[src/rtl/salu_seq.sv]
// salu_seq: command sequencer and register file driving an external 8-bit combinational ALU.
// Latency: accept at edge N, ALU result captured at N+1, writeback and done pulse after N+2.
// Backpressure: cmd_ready is high only in IDLE, so one command is accepted every 3 cycles.
module salu_seq #(
    parameter int DW   = 8,
    parameter int NREG = 4,
    parameter int AW   = 2
) (
    input  logic          clk,
    input  logic          rst,
    input  logic          cmd_valid,
    output logic          cmd_ready,
    input  logic [3:0]    cmd_op,
    input  logic [AW-1:0] cmd_dst,
    input  logic [AW-1:0] cmd_srca,
    input  logic [AW-1:0] cmd_srcb,
    input  logic          cmd_imm_en,
    input  logic [DW-1:0] cmd_imm,
    output logic [DW-1:0] operanda,
    output logic [DW-1:0] operandb,
    output logic [3:0]    mux,
    input  logic [DW-1:0] result,
    output logic          done,
    output logic [DW-1:0] done_data,
    output logic          err,
    output logic          zero
);

    typedef enum logic [1:0] {
        IDLE = 2'd0,
        EXEC = 2'd1,
        WB   = 2'd2
    } state_t;

    state_t        state_q;
    state_t        state_d;
    logic [DW-1:0] rf_q [NREG];
    logic [AW-1:0] dst_q;
    logic          illegal_q;
    logic          divzero_q;
    logic [DW-1:0] res_q;
    logic          accept;
    logic          divzero;

    always_comb begin
        state_d   = state_q;
        cmd_ready = 1'b0;
        accept    = 1'b0;
        // mux doubles as the latched opcode of the command in flight
        divzero   = (mux == 4'd3) && (operandb == '0);
        case (state_q)
            IDLE: begin
                cmd_ready = 1'b1;
                accept    = cmd_valid;
                if (cmd_valid) begin
                    state_d = EXEC;
                end
            end
            EXEC:    state_d = WB;
            WB:      state_d = IDLE;
            default: state_d = IDLE;
        endcase
    end

    always_ff @(posedge clk) begin
        if (rst) begin
            state_q <= IDLE;
            for (int i = 0; i < NREG; i++) begin
                rf_q[i] <= '0;
            end
            operanda  <= '0;
            operandb  <= '0;
            mux       <= 4'd0;
            dst_q     <= '0;
            illegal_q <= 1'b0;
            divzero_q <= 1'b0;
            res_q     <= '0;
            done      <= 1'b0;
            done_data <= '0;
            err       <= 1'b0;
            zero      <= 1'b0;
        end else begin
            state_q <= state_d;
            done    <= 1'b0;
            if (accept) begin
                operanda  <= rf_q[cmd_srca];
                operandb  <= cmd_imm_en ? cmd_imm : rf_q[cmd_srcb];
                mux       <= cmd_op;
                dst_q     <= cmd_dst;
                illegal_q <= (cmd_op >= 4'hc);
            end
            // ALU output is undefined for these cases, so substitute fixed values
            if (state_q == EXEC) begin
                divzero_q <= divzero;
                res_q     <= illegal_q ? '0 : (divzero ? '1 : result);
            end
            if (state_q == WB) begin
                if (!illegal_q) begin
                    rf_q[dst_q] <= res_q;
                end
                done      <= 1'b1;
                done_data <= res_q;
                err       <= illegal_q | divzero_q;
                zero      <= (res_q == '0);
            end
        end
    end

endmodule

[config.mk]
export PLATFORM = sky130hd
export DESIGN_NAME = salu_seq
export DESIGN_NICKNAME = d
export VERILOG_FILES = /design/src/rtl/salu_seq.sv
export SDC_FILE = /design/constraint.sdc
export NUM_CORES = 1
export LEC_CHECK = 0
export CORE_UTILIZATION = 40
export CTS_CLUSTER_DIAMETER = 60
export DETAILED_ROUTE_END_ITERATION = 16
export SLEW_MARGIN = 20
export SYNTH_ARGS = -nofsm -noshare
export SYNTH_HDL_FRONTEND = slang
export SYNTH_SLANG_ARGS = --single-unit
[constraint.sdc]
create_clock -name clk -period 2.5 [get_ports clk]
set_input_delay 0.5 -clock clk [delete_from_list [all_inputs] [get_ports clk]]
set_output_delay 0.5 -clock clk [all_outputs]
set_load 0.05 [all_outputs]
After elaboration in Yosys (flattened, before gate mapping)

Memories as Yosys holds them, arrays and structs flattened. A register that Yosys moved wholly into a read port is not among the register bits.
Cells that the tools add are included.

$lt $le $gt $ge: 1
Eq/ne operators: 4
Mux-type cells: 17
Bitwise gates (word level): 1
Reduce and logical (&&, ||, !) cells: 5

Operators with widths:

| cell                                                      | number |
|---|---|
| two-way mux 8 bit                                         | 4 |
| zero test 8 bit                                           | 2 |
| two-way mux 1 bit                                         | 10 |
| OR reduction 8 bit                                        | 1 |
| equality test 4 x 2 -> 1 bit (second input constant)      | 1 |
| greater-or-equal comparator 4 bit (second input constant) | 1 |
| two-way mux 2 bit                                         | 2 |
| one-hot mux 2 bit (2 select lines)                        | 1 |
| equality test 2 x 1 -> 1 bit (second input constant)      | 1 |
| equality test 2 bit (second input constant)               | 1 |
| zero test 2 bit                                           | 1 |
| != test 2 bit (second input constant)                     | 1 |
| logical AND 1 bit                                         | 1 |
| bitwise OR 1 bit                                          | 1 |

Register bits after elaboration: 37
Bits in writable memories: 32
Bits of input ports: 30
Output and inout bits: 32
Logic and storage cells: 40
Memories kept: 1

Memory list:

| memory | depth | bits a word | read ports | clocked after Yosys merged registers in | write ports | line | RTL |
|---|---|---|---|---|---|---|---|
| rf_q   | 4     | 8           | 2          | 1                                       | 4           | 37   | `logic [DW-1:0] rf_q [NREG];` |

Longest topological paths before layout

Gate-level depths: netlist of the first run.

Depth after elaboration: 6
Gate-level depth with buffers: 6
Mapped depth without buffers: 3

Worst setup path before layout of the first run

Ideal clock, no wire load.

Path kind: register to register
Start point: reg state_q[1]
End point: mem rf_q[2][0] (enable)
Library setup time: 0.375 ns
Data arrival time: 1.459 ns
Data required time: 2.125 ns
Slack: 0.666 ns
Cell stages (with the launch flop): 6
Buffers on the path: 2
Period minus slack after synthesis: 1.834 ns
Cells stage by stage: dfxtp_1 -> buf_2 -> nor2b_1 -> clkbuf_1 -> nand2_1 -> o21bai_1

RTL lines:

| item                   | line | RTL |
|---|---|---|
| start, declared        | 35   | `state_t state_q;` |
| start signal, assigned | 83   | `state_q <= state_d;` |
| end, declared          | 37   |  |

Worst setup path in the final report of the first run

Start point: reg state_q[1]
End point: out cmd_ready

Longest elaborated chain between the ends: 2

RTL lines:

| item              | line | RTL |
|---|---|---|
| zero test 2 bit   | 51   | `case (state_q)` |
| two-way mux 1 bit | 51   |  |
| end, declared     | 12   | `output logic cmd_ready,` |

Every way passes these cells.

==> results of run 1 <==
[worst max-delay path, delay by kind of cell (launching register included)]
kind	cells	cell delay (ps)
buf+inv	1	800
flops	1	420
simple gates	1	140
[routing by layer]
layer  global-route usage  share of wire
met1                0.268           0.48
met2                0.294           0.46
met3               0.0309          0.050
met4               0.0615         0.0097
met5                    0              0
[logic make-up after synthesis]
family,after synthesis
and+or+nand+nor,122
DFF,77
AOI/OAI and AO/OA,51
muxes,24
buffers and inverters,22
[power by group through the flow]
stage / clock, mW / sequential [mW] / combinational [mW]
global route: 1.03 / 1.42 / 0.418
finish: 0.967 / 1.41 / 0.389
floorplan: 0 / 1.51 / 0.166
CTS: 0.976 / 1.41 / 0.391
detailed placement: 0 / 1.44 / 0.389
global placement: 0 / 1.44 / 0.389
[layout make-up]
| class | count | area (um2) |
|---|---|---|
| Sequential cell | 77 | 1860 |
| Tap cell | 102 | 128 |
| Clock buffer | 13 | 191 |
| Fill cell | 715 | 3650 |
| Multi-Input combinational cell | 197 | 1360 |
| Timing Repair Buffer | 70 | 678 |
| Clock inverter | 3 | 22.5 |
[worst min-delay path by stage]
stage                  from      endpoint  cells after the start
2_1_floorplan     divzero_q     divzero_q                      2
3_3_place_gp    operanda[6]   operanda[6]                      2
3_5_place_dp   done_data[6]  done_data[6]                      2
4_1_cts         operanda[3]   operanda[3]                      2
5_1_grt         operanda[1]   operanda[1]                      2
6_report        operanda[3]   operanda[3]                      2
[sequential cells by signal, summed over array words and instances, names as in the netlist]
signal,count
rf_q,32
done_data,8
operanda,8
operandb,8
res_q,8
mux,4
dst_q,2
state_q,2
divzero_q,1
done,1
err,1
illegal_q,1
zero,1
[stage by stage]
step | std cells | setup WS (ps)
CTS | 462 | 275
global placement | 446 | 227
finish | 462 | 292
detailed placement | 446 | 147
global route | 462 | 202
floorplan | 296 | 666
[cell usage after synthesis]
library cell,instances,area [um2]
a211oi_1,8,60.1
a21oi_1,25,125
a221o_1,8,80.1
a222oi_1,8,80.1
a31o_2,1,8.76
and2_1,32,200
and3_1,1,6.26
and3b_1,2,17.5
and4_1,1,8.76
buf_1,2,7.51
buf_2,7,35.0
buf_4,1,7.51
clkbuf_1,12,45.0
dfxtp_1,45,901
edfxtp_1,32,961
mux2_2,16,180
mux4_2,8,180
nand2_1,48,180
nand2b_1,2,12.5
nand3_1,2,10.0
nand4_1,1,6.26
nor2_1,15,56.3
nor2b_1,4,25.0
nor3_1,3,15.0
nor3b_1,1,7.51
nor3b_2,1,12.5
nor4_1,4,25.0
nor4b_4,1,23.8
nor4bb_1,1,10.0
o21bai_1,1,7.51
or2_2,2,12.5
or3b_2,1,8.76
==> impl_metrics.tcl, run 1 <==
set metrics [dict create \
    layout_min_cycle_time_ps 2210 \
    dpl-instance-area_um2 4030 \
    vias_per_cell 5.26 \
    ys_seq_elements 77 \
    grt_use_total 0.189 \
    slowest_stage "clkdlybuf4s50_1" \
    netlist_instances 296 \
    ant_nets 0 \
    cts_resized 0 \
    die_h_um 93.1 \
    antenna_found_initial 0 \
    grt_max_degree 32 \
    initial_core_util 0.421 \
    syn_nets 326 \
    syn_to_final_growth_pct 27.9 \
    cts.sinks 77 \
    critPathCaptureType "primary output" \
    finClkSkew_ps 14.1 \
    tightest_slew_ps 868 \
    p_sw_frac 0.262 \
    fin_nets 385 \
    critPathCapture "cmd_ready" \
    p_int_mw 2.04 \
    setup_viol 0 \
    diodes 0 \
    worstSetupPathType "reg2out" \
    power_frac_comb 0.140 \
    cellLeakagePower_nw 1.52 \
    fin_hold_ws_ps 455 \
    clk_pin_slew_ps 90 \
    rsz0062_at_grt "no" \
    clockRootBuffer "clkbuf_8" \
    status "complete, no violations" \
    fin_crit_sh 0.883 \
    die-area_um2 8660 \
    pwr-share-clk 0.349 \
    final_cell_mix "clkdlybuf4s50_1 (61), nand2_1 (48), dfxtp_1 (45), and2_1 (32), edfxtp_1 (32)" \
    ir_drop_uv 293 \
    fin_util 0.538 \
    post_cts_buffers 0 \
    final_common_cell "clkdlybuf4s50_1" \
    rows 32 \
    hold_viol_final 0 \
    drtPass1Iterations 4 \
    clock_path_buffers 2 \
    coreArea_um2 7890 \
    cts_tree "done" \
    worstPathArrival_ps 1710 \
    wl_um 7610 \
    synth_top_family_by_area "simple AND/OR/NAND/NOR gates" \
    max_stage_delay_ps 800 \
    drc 0 \
    critPathMaxFanout 9 \
    p_per_area_nw_per_um2 653 \
    grt_overflow 0 \
    die_x_um 93.1 \
    muxShareOfSynthArea 0.109 \
    drv_cap 0 \
    hpwl_um 5580 \
    critical_path_required_ps 2000 \
    io_pins 62 \
    sequentialPowerShare 0.511 \
    dr.first_iter.drc_count 165 \
    r2r_end "rf_q[1][5]" \
    cts_max_level 3 \
    grt_pass1_wl_um 12400 \
    grt_pass1_vias 2317 \
    slew_headroom 0.420 \
    fin_area_um2 4240 \
    slew_violations 0 \
    synth-simple-area-share 0.192 \
    yosysWarnings 0 \
    synth-compound-area-share 0.109 \
    r2r_slack_ps 600 \
    power.switching_mw 0.726 \
    synthDistinctLibCells 32 \
    finalSetupTns_ps 0 \
    gp_congestion 0.771 \
    r2r-start "state_q[1]" \
    drive_above_1_share 0.150 \
    synth_fa_ha_area_frac 0 \
    cts_buffers 9 \
    worstSkewPairLatency_ps 340 \
    crit_chain "nor2_1, clkdlybuf4s50_1" \
    yosys.area_share.xor_xnor 0 \
    vias 2431 \
    hp-class "reg2reg" \
    portBuffers 61 \
    finalPower_mw 2.77 \
    startpoint "state_q[1]" \
    routedWlPerCell_um 16.5 \
    startpoint_type "flip-flop" \
    clock.fmax_mhz 453 \
    hold_buffers 0 \
    avgSynthCellArea_um2 11.2 \
    r2r_cells 3 \
    syn_area_um2 3320 \
    yosysSeqAreaShare 0.561 \
]
No activity file was read; power rests on OpenSTA's default activity.
==> run 2, diff against run 1 <==
DONT_BUFFER_PORTS = 1   (was not set)
SLEW_MARGIN = 40   (was 20)
==> impl_metrics.tcl, run 2 (same netlist as run 1, synthesis figures left out) <==
set metrics [dict create \
    dr.first_iter.drc_count 107 \
    finalSetupTns_ps 0 \
    vias 2209 \
    startpoint_type "flip-flop" \
    slowest_stage "dfxtp_1" \
    hold_buffers 0 \
    drc 0 \
    rows 32 \
    antenna_found_initial 0 \
    fin_crit_sh 0.758 \
    cts.sinks 77 \
    grt_use_met1 0.229 \
    fin_hold_ws_ps 199 \
    ir_drop_uv 298 \
    post_cts_buffers 0 \
    initial_core_util 0.421 \
    largest_register_ffs 32 \
    clockRootBuffer "clkbuf_8" \
    grt_pass1_wl_um 11600 \
    startpoint "state_q[1]" \
    finClkSkew_ps 13.8 \
    routedWlPerCell_um 18.8 \
    grt_overflow 0 \
    hp-class "in2reg" \
    critPathMaxFanout 9 \
    die_h_um 93.1 \
    fin_nets 324 \
    gp_congestion 0.738 \
    die_x_um 93.1 \
    final.fill_count 751 \
    drive_above_1_share 0.184 \
    grt_pass1_vias 2103 \
    layout_min_cycle_time_ps 1890 \
    grt_max_degree 45 \
    hpwl_um 5540 \
    cellLeakagePower_nw 1.28 \
    busiest_layer "met2" \
    drv_cap 0 \
    slew_headroom 0.611 \
    die-area_um2 8660 \
    worstSkewPairLatency_ps 360 \
    min_from "rst" \
    grtUsageMet2 0.278 \
    crit_chain "nor3b_1, and3_1, or2_2" \
    vias_per_cell 5.51 \
    cts_max_level 3 \
    setup_viol 0 \
    rsz0062_at_grt "no" \
    diodes 0 \
    tightest_slew_ps 581 \
    max_stage_delay_ps 520 \
    final_cell_mix "nand2_1 (48), dfxtp_1 (45), and2_1 (32), edfxtp_1 (32), a21oi_1 (25)" \
    hold_viol_final 0 \
    status "complete, no violations" \
    critPathCaptureType "flip-flop" \
    ant_nets 0 \
    clock_path_buffers 2 \
    grt_use_total 0.182 \
    drtPass1Iterations 6 \
    coreArea_um2 7890 \
    clk_pin_slew_ps 90 \
    worstPathArrival_ps 1950 \
    cts_tree "done" \
    wl_um 7520 \
    met3_usage 0.0797 \
    p_per_area_nw_per_um2 716 \
    final_common_cell "nand2_1" \
    io_pins 62 \
    clock.fmax_mhz 528 \
    worstSetupPathType "reg2reg" \
    r2r-start "state_q[1]" \
    cts_resized 0 \
    regMostFlops "rf_q" \
    slew_violations 0 \
    syn_to_final_growth_pct 8.64 \
    cts_buffers 9 \
    critical_path_required_ps 2560 \
    portBuffers 0 \
]
[run 2: changes by cell type in the layout (fill, tap and decap cells not counted)]
| cell | previous run | this run |
|---|---|---|
| clkdlybuf4s50_1 | 61 | 0 |
| clkbuf_8 | 10 | 9 |
| clkinv_2 | 1 | 0 |
| inv_4 | 0 | 1 |
| inv_6 | 1 | 3 |
| inv_8 | 0 | 2 |
| clkinv_4 | 1 | 0 |
| clkbuf_1 | 1 | 0 |
| clkbuf_16 | 2 | 0 |
| clkinvlp_4 | 0 | 1 |
[run 2: routing by layer]
metal | up-vias | part of all wire
met2 | 73 | 0.45
li1 | 1079 | -
met1 | 1047 | 0.45
met3 | 10 | 0.077
met5 | - | 0
met4 | 0 | 0.019
[run 2: power breakdown]
part | switching (mW) | internal, mW | leakage, nW
Clock | 0.509 | 0.385 | 0.0950
Combinational | 0.111 | 0.0919 | 0.488
Sequential | 0.122 | 1.36 | 0.698
Total | 0.743 | 1.84 | 1.28
[run 2: final cells by class]
| class | count | area, um2 | area share |
|---|---|---|---|
| clock buffer | 9 | 124 | 0.0344 |
| clock inverter | 7 | 62.6 | 0.0174 |
| multi-input combinational | 197 | 1360 | 0.377 |
| sequential | 77 | 1860 | 0.517 |
| tap | 102 | 128 | 0.0354 |
| timing repair buffer | 9 | 67.6 | 0.0187 |
[run 2: worst paths after layout]
path,endpoint,slack (ps),cells after the start
hold / removal,dst_q[0],200,1
hold reg to reg,divzero_q,460,2
setup reg to reg,rf_q[1][3],610,3
setup / recovery,rf_q[1][3],610,3
[run 2: worst max-delay path: cells and delay by family (launching register included)]
family,cells,cell delay (ps)
flip-flops,1,520
AND/OR/NAND/NOR,3,1060
[run 2: stage by stage]
step,area (um2),util,instances,setup slack [ps],power [mW]
global route,3600,0.457,401,455,2.69
floorplan,3320,-,296,666,1.67
global placement,3420,0.433,385,733,1.71
CTS,3600,0.457,401,599,2.61
detailed placement,3420,0.433,385,618,1.72
finish,3600,0.457,401,606,2.58
